`src/rtl/jericalla_issuer.sv`:
```
// jericalla_issuer: instruction FIFO feeding a registered issue word.
// Each popped entry becomes {EN, dir1, dir2, op, dirR} on instr. EN is
// suppressed for conditional (skipz) entries when the preceding ALU result
// was zero, using the live ZF when the previous word was issued on the last
// edge and the remembered flag otherwise.
module jericalla_issuer #(
    parameter int DEPTH = 4
) (
    input  logic                       clk,
    input  logic                       rst_n,
    input  logic                       req_valid,
    output logic                       req_ready,
    input  logic [3:0]                 req_dir1,
    input  logic [3:0]                 req_dir2,
    input  logic [3:0]                 req_op,
    input  logic [3:0]                 req_dirR,
    input  logic                       req_we,
    input  logic                       req_skipz,
    input  logic                       halt,
    input  logic                       ZF,
    output logic [16:0]                instr,
    output logic                       instr_valid,
    output logic [$clog2(DEPTH):0]     level,
    output logic [15:0]                issued_cnt,
    output logic [7:0]                 skip_cnt
);

    localparam int PW = $clog2(DEPTH);
    localparam int LW = PW + 1;

    // Saturating increment for the skip counter.
    function automatic logic [7:0] sat_inc8(input logic [7:0] v);
        return (v == 8'hFF) ? v : v + 8'd1;
    endfunction

    // Entry layout: {we, skipz, dir1, dir2, op, dirR}
    logic [17:0]   mem [DEPTH];
    logic [PW-1:0] wr_ptr;
    logic [PW-1:0] rd_ptr;
    logic          zf_q;

    logic          push;
    logic          pop;
    logic [17:0]   head_p0;
    logic          zf_eff_p0;
    logic          skip_p0;
    logic          en_p0;

    // Ready comes from the registered level only, so a pop on the same edge
    // never opens room for a push into a full FIFO.
    assign req_ready = (level != LW'(DEPTH));
    assign push      = req_valid && req_ready;
    assign pop       = (level != '0) && !halt;

    // Issue-decision stage: head entry and effective zero flag.
    assign head_p0   = mem[rd_ptr];
    assign zf_eff_p0 = instr_valid ? ZF : zf_q;
    assign skip_p0   = head_p0[17] && head_p0[16] && zf_eff_p0;
    assign en_p0     = head_p0[17] && !(head_p0[16] && zf_eff_p0);

    // FIFO storage: data only, no reset needed.
    always_ff @(posedge clk) begin
        if (push) begin
            mem[wr_ptr] <= {req_we, req_skipz, req_dir1, req_dir2, req_op, req_dirR};
        end
    end

    // Pointer and occupancy bookkeeping; pointers wrap naturally at DEPTH.
    always_ff @(posedge clk or negedge rst_n) begin
        if (!rst_n) begin
            wr_ptr <= '0;
            rd_ptr <= '0;
            level  <= '0;
        end else begin
            if (push) wr_ptr <= wr_ptr + 1'b1;
            if (pop)  rd_ptr <= rd_ptr + 1'b1;
            case ({push, pop})
                2'b10:   level <= level + 1'b1;
                2'b01:   level <= level - 1'b1;
                default: level <= level;
            endcase
        end
    end

    // Issue register: load head on pop, otherwise drop EN and keep fields.
    always_ff @(posedge clk or negedge rst_n) begin
        if (!rst_n) begin
            instr       <= '0;
            instr_valid <= 1'b0;
        end else if (pop) begin
            instr       <= {en_p0, head_p0[15:0]};
            instr_valid <= 1'b1;
        end else begin
            instr[16]   <= 1'b0;
            instr_valid <= 1'b0;
        end
    end

    // Remember the datapath zero flag for words issued after an idle gap.
    always_ff @(posedge clk or negedge rst_n) begin
        if (!rst_n) begin
            zf_q <= 1'b0;
        end else if (instr_valid) begin
            zf_q <= ZF;
        end
    end

    // Statistics: issued words wrap, suppressed writes saturate.
    always_ff @(posedge clk or negedge rst_n) begin
        if (!rst_n) begin
            issued_cnt <= '0;
            skip_cnt   <= '0;
        end else if (pop) begin
            issued_cnt <= issued_cnt + 16'd1;
            if (skip_p0) skip_cnt <= sat_inc8(skip_cnt);
        end
    end

endmodule
```
`config.mk`:
```
export PLATFORM = sky130hd
export DESIGN_NAME = jericalla_issuer
export DESIGN_NICKNAME = d
export VERILOG_FILES = /design/src/rtl/jericalla_issuer.sv
export SDC_FILE = /design/constraint.sdc
export NUM_CORES = 1
export LEC_CHECK = 0
export ABC_AREA = 1
export CAP_MARGIN = 30
export CORE_MARGIN = 4
export CORE_UTILIZATION = 35
export DETAILED_ROUTE_END_ITERATION = 12
export PLACE_DENSITY_LB_ADDON = 0.12
export SETUP_SLACK_MARGIN = 0.15
export SLEW_MARGIN = 20
export SYNTH_ARGS = -nofsm -noshare
export SYNTH_HDL_FRONTEND = slang
export SYNTH_SLANG_ARGS = --single-unit
```
`constraint.sdc`:
```
create_clock -name clk -period 2.73 [get_ports clk]
set_clock_uncertainty 0.1 [all_clocks]
set_input_delay 0.546 -clock clk [delete_from_list [all_inputs] [get_ports clk]]
set_output_delay 0.546 -clock clk [all_outputs]
set_load 0.1 [all_outputs]
```
# Word level (Yosys, flattened, before mapping)

Memories as Yosys holds them, arrays and structs flattened.
Index checks and enable logic that the tools add are counted.

Bitwise gates (word level): 1
Muxes and demuxes: 6
Eq/ne operators: 4
Add/subtract/negate cells: 6
Reductions and logical operators: 11

Operators by type and width:

| operator                                                           | number |
|---|---|
| 16-bit by 1-bit adder with 16-bit output, second input constant    | 1 |
| 8-bit by 1-bit adder with 8-bit output, second input constant      | 1 |
| 8-bit == test, second input constant                               | 1 |
| 1-bit logical AND                                                  | 6 |
| 3-bit one-hot mux with 2 select lines                              | 1 |
| 1-bit two-way mux                                                  | 5 |
| 2-bit by 1-bit adder with 2-bit output, second input constant      | 2 |
| 3-bit by 1-bit adder with 3-bit output, second input constant      | 1 |
| 3-bit != test, second input constant                               | 1 |
| 3-bit AND reduction                                                | 1 |
| 3-bit nonzero test                                                 | 1 |
| 3-bit by 1-bit subtractor with 3-bit output, second input constant | 1 |
| 2-bit by 1-bit == test with 1-bit output, second input constant    | 1 |
| 2-bit == test, second input constant                               | 1 |
| 1-bit zero test                                                    | 2 |
| 2-bit nonzero test                                                 | 1 |
| 1-bit NOT                                                          | 1 |

Bits of input ports: 23
Output and inout port bits: 46
RAM bits: 72
Logic and storage cells: 38
Memories: 1
Flip-flop bits (word level): 50

Memory list:

| name | depth | width | rd ports | clocked after Yosys merged registers in | wr ports | RTL line | RTL |
|---|---|---|---|---|---|---|---|
| mem  | 4     | 18    | 1        | 0                                       | 1        | 37       | `logic [17:0] mem [DEPTH];` |

# Logic depth before layout (Yosys ltp)

Gate-level depths: netlist (run 1).

Depth in word-level cells: 5
Mapped depth: 11
Mapped depth without buffers: 10

# Worst setup path before layout (run 1)

No wires, ideal clock.

Kind: flip-flop to flip-flop
From: register level[1]
To: memory mem[0][0], enable pin
Arrival: 3.173 ns
Data required time: 2.237 ns
Library setup time: 0.393 ns
Path buffers: 0
Stages on the path, launching flop included: 5
Path slack: -0.936 ns
Cells stage by stage: dfrtp_1 > inv_1 > nand3_1 > nand2_1 > nor2_1

Word-level cells in the longest chain between the ends: 4

Ends and longest elaborated chain:

| item                                    | RTL line | RTL |
|---|---|---|
| start: declaration                      | 23       | `output logic [$clog2(DEPTH):0] level,` |
| start signal: assignment                | 78       | `2'b10: level <= level + 1'b1;` |
| start signal: assignment                | 79       | `2'b01: level <= level - 1'b1;` |
| start signal: assignment                | 80       | `default: level <= level;` |
| 3-bit != test                           | 51       | `assign req_ready = (level != LW'(DEPTH));` |
| via req_ready                           | 12       | `output logic req_ready,` |
| 1-bit logical AND                       | 52       | `assign push = req_valid && req_ready;` |
| 1-bit two-way mux                       | 63       | `if (push) begin` |
| 1-bit two-way mux (implied by the code) | 64       | `mem[wr_ptr] <= {req_we, req_skipz, req_dir1, req_dir2, req_op, req_dirR};` |
| end: declaration                        | 37       |  |

The timed path passes the listed nets, and every way through them passes these cells.

# Worst setup path in the final report (run 1)

From: register level[1]
To: register level[2]

Word-level cells in the longest chain between the ends: 4
Elaborated cells on any way between the ends: 10
Classes of those cells: 2 x add/sub; 3 x eq/ne; 1 x mux; 4 x reduce/logical

Ends and longest elaborated chain:

| item                                                                        | RTL line | RTL |
|---|---|---|
| 3-bit != test or 3-bit nonzero test (tied branches)                         | 51, 53   |  |
| 1-bit logical AND, on equally long branches                                 | 52, 53   |  |
| 2-bit by 1-bit == test with 1-bit output or 2-bit == test (tied branches)   | 77       | `case ({push, pop})` |
| 3-bit one-hot mux with 2 select lines or 2-bit nonzero test (tied branches) | n/a      |  |

Several ways; a longest one is shown, not always the timed one.
A chain may end at the register's enable or synchronous reset.

==> results_dict.tcl, run 1 <==
set metrics [dict create \
    status "finished, final reports clean" \
    io_buffers 68 \
    rr_worst_depth 9 \
    seq_power_share 0.313 \
    syn_to_final_growth_pct 27.61 \
    synth_top_family_by_area "simple AND/OR/NAND/NOR gates" \
    die_w_um 129.7 \
    synth.largest_area_cell "edfxtp_1" \
    first_pass_iters 4 \
    wl_um 11050 \
    start_util 0.3567 \
    p_int_mw 4.796 \
    drc 0 \
    synth_cell_type_count 30 \
    die_h_um 129.7 \
    ys_seq_elements 122 \
    cts_tree "built" \
    cts.clk_slew.worst_paths_ns 0.05 \
    numCtsBuffers 17 \
    cap_viol_max_count 0 \
    ys_top_cells_by_area "edfxtp_1 (42%), dfrtp_1 (24%), nor2_1 (7.6%)" \
    relSlewSlack 0.5795 \
    synth_area_mm2 0.005184 \
    path_max_fanout 8 \
    end_kind "flop" \
    finalCriticalPeriod_ns 2.068 \
    critical_path_class "reg2reg" \
    viasPerCell 4.663 \
    power_frac_comb 0.423 \
    fmax_mhz 483.5 \
    required_ns 2.91 \
    finalMaxSlewViolations 0 \
    cts.hold.buffers_added 0 \
    vdd_drop_max_mv 0.7390 \
    final_cells 750 \
    route.antenna.remaining_nets 0 \
    coreArea_mm2 0.01453 \
    synth_fa_ha_area_frac 0.02076 \
    arrival_ns 2.25 \
    yosysWarningCount 0 \
    synth_top_area_share 0.4171 \
    drt-initial-drc-count 241 \
    clk-insertion-delay-late_ns 0.41 \
    p_leak_nw 2.761 \
    grt_pass1_vias 3341 \
    num_rows 44 \
    gp_congestion 0.7696 \
    grt_pass1_wl_um 17640 \
    synth_seq_area_share 0.6585 \
    power_switching_mw 3.922 \
    worstSetupStartpoint "level[1]$_DFFE_PN0P_" \
    grt_util_all_layers 0.1390 \
    synth_xor_area_frac 0.03379 \
    worst_slew_pin_slew_ns 0.6307 \
    layout.nets 584 \
    muxShareOfSynthArea 0 \
    cts_htree_levels 4 \
    cts_resized 0 \
    cellPowerDensity_mw_per_mm2 1318 \
    start_kind "flop" \
    antenna_found_initial 0 \
    antenna-diode-count 0 \
    synth-simple-area-share 0.1846 \
    num_vias 3497 \
    die_area_mm2 0.01682 \
    switching_share 0.4499 \
    layout_commonest_cell "nor2_1" \
    synth_cells 471 \
    finalSetupTns_ns 0 \
    finalCritPeriodShare 0.7576 \
    pwr-share-clk 0.264 \
    drive_above_1_share 0.2014 \
    wl_per_cell_um 14.73 \
    synth_compound_area_frac 0.05576 \
    hold_violations 0 \
    syn-num-nets 502 \
    rsz0062_at_grt "false" \
    nFillCells 1371 \
    post-dp-hpwl_um 6885 \
    grt_start_max_net_pins 41 \
    min-delay-path-class "in2async" \
    setup_viol 0 \
    cts_max_path_buffers 2 \
    syn_area_per_cell_um2 11.01 \
    cts_sinks 122 \
    cts_setup_buffers 0 \
    grt-ovfl-total 0 \
    layout_common_cells "nor2_1 (101), edfxtp_1 (72), nand2_1 (67)" \
    place_inst 718 \
    rr_startpoint "level[1]$_DFFE_PN0P_" \
    cts_root_buffer "clkbuf_16" \
    io_pins 69 \
]
## flip-flops by register name, indices dropped and copies added (netlist names)
register and count:
instr 17, instr_valid 1, issued_cnt 16, level 3, mem 72, rd_ptr 2, skip_cnt 8, wr_ptr 2
zf_q 1
## final timing paths
kind / end / slack (ns)
min in group clk: level[0]$_DFFE_PN0P_ / 0.40
worst min-delay path: issued_cnt[12]$_DFFE_PN0P_ / 0.06
worst max register to register: level[2]$_DFFE_PN0P_ / 0.66
worst min register to register: level[0]$_DFFE_PN0P_ / 0.40
worst max-delay path: level[2]$_DFFE_PN0P_ / 0.66
max in group asynchronous: instr[2]$_DFFE_PN0P_ / 1.89
## cells by family after synthesis
group,after synthesis
adders and majority gates,8
DFF,122
AOI/OAI and AO/OA,53
xor gates and xnor gates,20
buffers and inverters,54
and+or+nand+nor,214
## final cells by class
cell class | count | area [um2] | area share
Sequential cell | 122 | 3417 | 0.5166
Multi-Input combinational cell | 295 | 1559 | 0.2357
Timing Repair Buffer | 78 | 648.1 | 0.09798
Clock buffer | 22 | 474.2 | 0.07169
Tap cell | 184 | 230.2 | 0.03480
Inverter | 39 | 146.4 | 0.02213
Clock inverter | 10 | 140.1 | 0.02118
## metrics by stage
| step | area (um2) | hold WS, ns | util | setup slack, ns | total power [mW] |
|---|---|---|---|---|---|
| final | 6615 | 0.05586 | 0.4551 | 0.6618 | 8.719 |
| after global routing | 6615 | 0.08549 | 0.4551 | 0.5100 | 9.190 |
| after CTS | 6615 | 0.07394 | 0.4551 | 0.6597 | 8.825 |
| after detailed placement | 6001 | 0.3897 | 0.4129 | 0.3291 | 6.504 |
| after global placement | 6001 | 0.3872 | 0.4129 | 0.3543 | 6.474 |
| after floorplan | 5218 | 0.1504 | - | 0.1637 | 5.623 |
## cells in the mapped netlist
library cell    n
nor2_1        105
edfxtp_1       72
nand2_1        68
dfrtp_1        50
inv_1          34
o21ai_0        28
nand3_1        23
a31oi_1        16
xnor2_1        10
xor2_1         10
ha_1            7
o21ai_1         6
buf_4           5
inv_2           5
buf_2           4
clkbuf_1        4
nand4_1         4
a21oi_1         2
buf_6           2
nand2_2         2
nand2_4         2
nand3_2         2
nor2_4          2
nor2_8          2
fa_1            1
nand3b_1        1
nand4_4         1
nor3_1          1
nor3_4          1
o21ai_2         1
## per-layer routing
| metal | global-route usage | routed length, um | vias to the layer above |
|---|---|---|---|
| met1 | 0.1813 | 5163 | 1689 |
| met3 | 0.04380 | 548 | 6 |
| met2 | 0.2190 | 5235 | 70 |
| met4 | 0.05134 | 97 | 0 |
| met5 | 0 | 0 | - |
| li1 | - | - | 1732 |
## critical path: stages (launching register included)
cell and delay [ns]:
dfrtp_2 0.42, inv_1 0.17, nand3_4 0.11, nand2_4 0.13
ha_1 0.16, inv_1 0.06, fa_1 0.37, a21oi_1 0.14
o21ai_0 0.12, xor2_1 0.16
## power by group through the flow
stage	registers [mW]	logic (mW)	clock network, mW
floorplan	4.28	1.35	0
global placement	2.75	3.73	0
detailed placement	2.76	3.74	0
CTS	2.73	3.75	2.34
global route	2.78	3.96	2.44
finish	2.73	3.69	2.30
No activity file was read; power rests on OpenSTA's default activity.
==> inputs of run 2 (changes only) <==
==> constraint.sdc (replaced) <==
create_clock -name clk -period 2.02 [get_ports clk]
set_clock_uncertainty 0.1 [all_clocks]
set_input_delay 0.404 -clock clk [delete_from_list [all_inputs] [get_ports clk]]
set_output_delay 0.404 -clock clk [all_outputs]
set_load 0.1 [all_outputs]
==> run 2 against run 1 <==
Compared with the run above:
- via count is 0.71% lower
- maximum frequency increased by 12%
- first-iteration DRC count grew 15%
- sequential share of layout area shrank 4.9 points
- combinational power increased by 62%
- total power grew 47%
- setup slack worse by 0.49 ns
- clock power rose by 30%
- die area did not move
- critical endpoint unchanged
- largest power group unchanged
==> results_dict.tcl, run 2 (synthesis gave the netlist of run 1 again) <==
set metrics [dict create \
    cts.clk_slew.worst_paths_ns 0.06 \
    drt-initial-drc-count 277 \
    drive_above_1_share 0.2478 \
    num_vias 3472 \
    rsz0062_at_grt "true" \
    max_stage_delay_ns 0.50 \
    end_kind "flop" \
    finalCriticalPeriod_ns 1.848 \
    worst_slew_pin_slew_ns 0.4265 \
    fin_area_mm2 0.007355 \
    layout_common_cells "nor2_1 (101), edfxtp_1 (72), nand2_1 (67)" \
    grt_pass1_vias 3462 \
    cap_viol_max_count 0 \
    placed_cell_area_mm2 0.006715 \
    wl_per_cell_um 13.77 \
    first_pass_iters 4 \
    regMostFlops "mem" \
    place_inst 728 \
    timing.final.ws_setup_ns 0.1718 \
    post-dp-hpwl_um 7166 \
    rr_startpoint "level[0]$_DFFE_PN0P_" \
    r2r-end "level[2]$_DFFE_PN0P_" \
    cts_htree_levels 4 \
    start_kind "flop" \
    grt_util_all_layers 0.1356 \
    required_ns 2.20 \
    antenna_found_initial 0 \
    finalSetupTns_ns 0 \
    layout.nets 599 \
    grt-ovfl-total 0 \
    start_util 0.3567 \
    critical_path.cell_chain "inv_6 -> nand3_4 -> nand2_8 -> ha_4 -> inv_2 -> fa_2 -> a21oi_2 -> o21ai_1 -> xor2_1" \
    r2r_slack_ns 0.17 \
    die_area_mm2 0.01682 \
    io_buffers 68 \
    viasPerCell 4.539 \
    setup_viol 0 \
    coreArea_mm2 0.01453 \
    cp_top_family "flip-flops" \
    vdd_drop_max_mv 0.9216 \
    clk-insertion-delay-late_ns 0.41 \
    finalMaxSlewViolations 0 \
    arrival_ns 2.03 \
    cellPowerDensity_mw_per_mm2 1742 \
    relSlewSlack 0.7157 \
    num_rows 44 \
    wl_um 10530 \
    hold_violations 0 \
    rr_worst_depth 9 \
    path_max_fanout 3 \
    syn_to_final_growth_pct 41.88 \
    route.antenna.remaining_nets 0 \
    critPathSlowestCell "dfrtp_4" \
    numCtsBuffers 17 \
    grt_start_max_net_pins 51 \
    antenna-diode-count 0 \
    cts_tree "built" \
    cts_sinks 122 \
    p_leak_nw 2.991 \
    post-place-ws_ns -0.07563 \
    largest_reg_flops 72 \
    layout_commonest_cell "nor2_1" \
    cts_max_path_buffers 2 \
    grt_pass1_wl_um 17390 \
    top_regs "mem (72), instr (17), issued_cnt (16)" \
    fmax_mhz 541.1 \
    die_h_um 129.7 \
    io_pins 69 \
    gp_congestion 0.7521 \
    drc 0 \
    cts_root_buffer "clkbuf_16" \
    finalCritPeriodShare 0.9149 \
    die_w_um 129.7 \
    fin_total_pwr_mw 12.81 \
    status "finished, final reports clean" \
    cp_num_buf_inv 2 \
    min-delay-path-class "in2async" \
    critical_path_class "reg2reg" \
    final_cells 765 \
]
## run 2: cell count changes in the layout (fill, tap and decap cells not counted), sizes merged
cell | previous run | this run
clkinvlp | 3 | 5
inv | 40 | 39
clkbuf | 22 | 18
buf | 57 | 71
clkinv | 3 | 6
dlygate4sd3 | 0 | 1
## run 2: layout make-up
cell class	count	area, um2
Clock buffer	18	439.2
Clock inverter	14	153.9
Fill cell	1263	7179
Inverter	39	153.9
Multi-Input combinational cell	295	1587
Sequential cell	122	3440
Tap cell	184	230.2
Timing Repair Buffer	93	1351
## run 2: worst max-delay path by stage
stage	from	end	slack [ns]	depth (start not counted)
after floorplan	level[1]$_DFFE_PN0P_	level[2]$_DFFE_PN0P_	-0.33	9
after global placement	halt	level[2]$_DFFE_PN0P_	-0.06	10
after detailed placement	halt	level[2]$_DFFE_PN0P_	-0.08	10
after CTS	level[1]$_DFFE_PN0P_	level[2]$_DFFE_PN0P_	0.16	9
after global routing	level[0]$_DFFE_PN0P_	level[2]$_DFFE_PN0P_	0.09	9
final	level[0]$_DFFE_PN0P_	level[2]$_DFFE_PN0P_	0.17	9
## run 2: tightest hold or removal path: stages
cell and delay, ns:
dlygate4sd3_1 0.52, buf_2 0.12, buf_12 0.27
## run 2: power by group
| group | leakage, nW | total [mW] | switching, mW | internal [mW] |
|---|---|---|---|---|
| registers | 1.25 | 3.85 | 0.494 | 3.35 |
| logic | 1.46 | 5.97 | 3.91 | 2.06 |
| clock network | 0.276 | 2.99 | 1.04 | 1.95 |
| total | 2.99 | 12.8 | 5.45 | 7.36 |
## run 2: stage by stage
stage / util / hold slack (ns)
after global routing: 0.5060 / 0.4461
after detailed placement: 0.4620 / 0.3260
after global placement: 0.4620 / 0.3271
after CTS: 0.5046 / 0.4199
final: 0.5060 / 0.4162
after floorplan: - / 0.008409
## run 2: routing by layer
layer / vias up / wire (um) / GRT usage
met5: - / 0 / 0
met4: 0 / 212 / 0.06235
met3: 15 / 411 / 0.03520
met2: 66 / 5027 / 0.2181
met1: 1630 / 4881 / 0.1727
li1: 1761 / - / -
## run 2: repair_timing
action	in CTS	in global routing
pin swaps	0	1
endpoints found under the hold margin	50	0
resized for setup	0	2
hold buffers	1	0
endpoints found under the setup margin	1	1
setup buffers	2	2
==> inputs of run 3 (changes only) <==
==> constraint.sdc (replaced) <==
create_clock -name clk -period 1.95 [get_ports clk]
set_clock_uncertainty 0.1 [all_clocks]
set_input_delay 0.39 -clock clk [delete_from_list [all_inputs] [get_ports clk]]
set_output_delay 0.39 -clock clk [all_outputs]
set_load 0.1 [all_outputs]
==> run 3 against run 2 <==
Compared with the run above:
- setup slack worse by 0.067 ns
- via count up 2.3%
- first-iteration DRC count shrank 30%
- critical path depth did not move
- non-clock buffer count decreased by 1
- register-to-register slack lost 0.07 ns
- critical path type unchanged
- die area is the same
- combinational power up 4.5%
- largest power group unchanged
- largest cell class unchanged
- clock power shrank 1%
- total power rose by 2.9%
==> results_dict.tcl, run 3 (synthesis gave the netlist of run 1 again) <==
set metrics [dict create \
    status "finished, final reports clean" \
    cp_num_buf_inv 2 \
    rsz0062_at_grt "true" \
    rr_startpoint "level[1]$_DFFE_PN0P_" \
    layout_commonest_cell "nor2_1" \
    vdd_drop_max_mv 1.119 \
    io_pins 69 \
    r2r-end "level[2]$_DFFE_PN0P_" \
    fin_area_mm2 0.007348 \
    clk-insertion-delay-late_ns 0.41 \
    finalSetupTns_ns 0 \
    start_kind "flop" \
    path_max_fanout 3 \
    post-dp-hpwl_um 7187 \
    grt_start_max_net_pins 51 \
    hold_ws_ns 0.4219 \
    cellPowerDensity_mw_per_mm2 1794 \
    worst_slew_pin_slew_ns 0.4424 \
    min-delay-path-class "in2async" \
    die_h_um 129.7 \
    layout.nets 598 \
    syn_to_final_growth_pct 41.76 \
    num_rows 44 \
    fmax_mhz 541.9 \
    hold_violations 0 \
    relSlewSlack 0.7050 \
    cp_top_family "flip-flops" \
    largest_reg_flops 72 \
    drt-initial-drc-count 195 \
    timing.final.ws_setup_ns 0.1048 \
    end_kind "flop" \
    die_area_mm2 0.01682 \
    nFillCells 1293 \
    grt_pass1_vias 3708 \
    cap_viol_max_count 0 \
    setup_viol 0 \
    antenna-diode-count 0 \
    numCtsBuffers 17 \
    finalCriticalPeriod_ns 1.845 \
    num_vias 3552 \
    placed_cell_area_mm2 0.006736 \
    wl_um 10870 \
    drc 0 \
    post-place-ws_ns -0.1143 \
    cts_max_path_buffers 2 \
    coreArea_mm2 0.01453 \
    p_leak_nw 2.967 \
    critPathSlowestCell "dfrtp_4" \
    finalCritPeriodShare 0.9463 \
    grt-ovfl-total 0 \
    grt_util_all_layers 0.1406 \
    layout_common_cells "nor2_1 (101), edfxtp_1 (72), nand2_1 (67)" \
    rr_worst_depth 9 \
    route.antenna.remaining_nets 0 \
    required_ns 2.14 \
    viasPerCell 4.649 \
    grt_pass1_wl_um 18150 \
    antenna_found_initial 0 \
    cts_htree_levels 4 \
    die_w_um 129.7 \
    cts_root_buffer "clkbuf_16" \
    first_pass_iters 4 \
    max_stage_delay_ns 0.48 \
    finalMaxSlewViolations 0 \
    arrival_ns 2.04 \
    drive_above_1_share 0.2621 \
    io_buffers 68 \
    cts.clk_slew.worst_paths_ns 0.05 \
    wl_per_cell_um 14.23 \
    r2r_slack_ns 0.10 \
    start_util 0.3567 \
    cts_tree "built" \
    gp_congestion 0.7282 \
    critical_path_class "reg2reg" \
    critical_path.cell_chain "inv_4 -> nand3_4 -> nand2_8 -> ha_4 -> inv_2 -> fa_2 -> a21oi_2 -> o21ai_1 -> xor2_1" \
    cts_sinks 122 \
    regMostFlops "mem" \
    top_regs "mem (72), instr (17), issued_cnt (16)" \
]
[run 3: cell type report]
| type | instances | area, um2 | share of cell area |
|---|---|---|---|
| Tap cell | 184 | 230.2 | 0.03133 |
| Inverter | 39 | 151.4 | 0.02060 |
| Multi-Input combinational cell | 295 | 1587 | 0.2159 |
| Clock buffer | 18 | 429.2 | 0.05840 |
| Sequential cell | 122 | 3451 | 0.4696 |
| Timing Repair Buffer | 92 | 1369 | 0.1863 |
| Clock inverter | 14 | 131.4 | 0.01788 |
[run 3: layer usage]
metal  wire length [um]  vias up  track usage
met2               5516       76       0.2417
li1                   -     1766            -
met4                 97        0      0.05196
met5                  0        -            0
met1               4745     1704       0.1682
met3                512        6      0.04052
[run 3: worst max path at each step]
stage	slack [ns]	cells past startpoint	startpoint	end
6_report	0.10	9	level[1]$_DFFE_PN0P_	level[2]$_DFFE_PN0P_
5_1_grt	0.002	9	level[1]$_DFFE_PN0P_	level[2]$_DFFE_PN0P_
4_1_cts	0.13	9	level[0]$_DFFE_PN0P_	level[2]$_DFFE_PN0P_
3_5_place_dp	-0.11	8	req_valid	level[2]$_DFFE_PN0P_
3_3_place_gp	-0.1	10	halt	level[2]$_DFFE_PN0P_
2_1_floorplan	-0.40	9	level[1]$_DFFE_PN0P_	level[2]$_DFFE_PN0P_
[run 3: timing repair]
| action | in CTS | in global routing |
|---|---|---|
| buffers inserted | 4 | 1 |
| gates cloned | 0 | 0 |
| pin swaps | 2 | 1 |
| endpoints found under the setup margin | 2 | 3 |
| hold buffers | 1 | 0 |
| hold endpoints to repair | 50 | 0 |
| gates resized for setup | 0 | 2 |
[run 3: power by group]
part	internal, mW	switching, mW	leakage, nW
clock network	1.86	1.09	0.268
registers	3.47	0.525	1.24
logic	2.17	4.07	1.46
total	7.50	5.69	2.97
[run 3: worst register-to-register path: stages (launching register included)]
cell and delay [ns]:
dfrtp_4 0.48, inv_4 0.08, nand3_4 0.12, nand2_8 0.09, ha_4 0.13, inv_2 0.04, fa_2 0.34, a21oi_2 0.13
o21ai_1 0.09, xor2_1 0.14
[run 3: metrics by stage]
step | utilization | cells | power (mW)
3_3_place_gp | 0.4635 | 726 | 10.20
4_1_cts | 0.5048 | 763 | 13.30
5_1_grt | 0.5056 | 764 | 13.86
6_report | 0.5056 | 764 | 13.18
2_1_floorplan | - | 471 | 7.966
3_5_place_dp | 0.4635 | 726 | 10.26
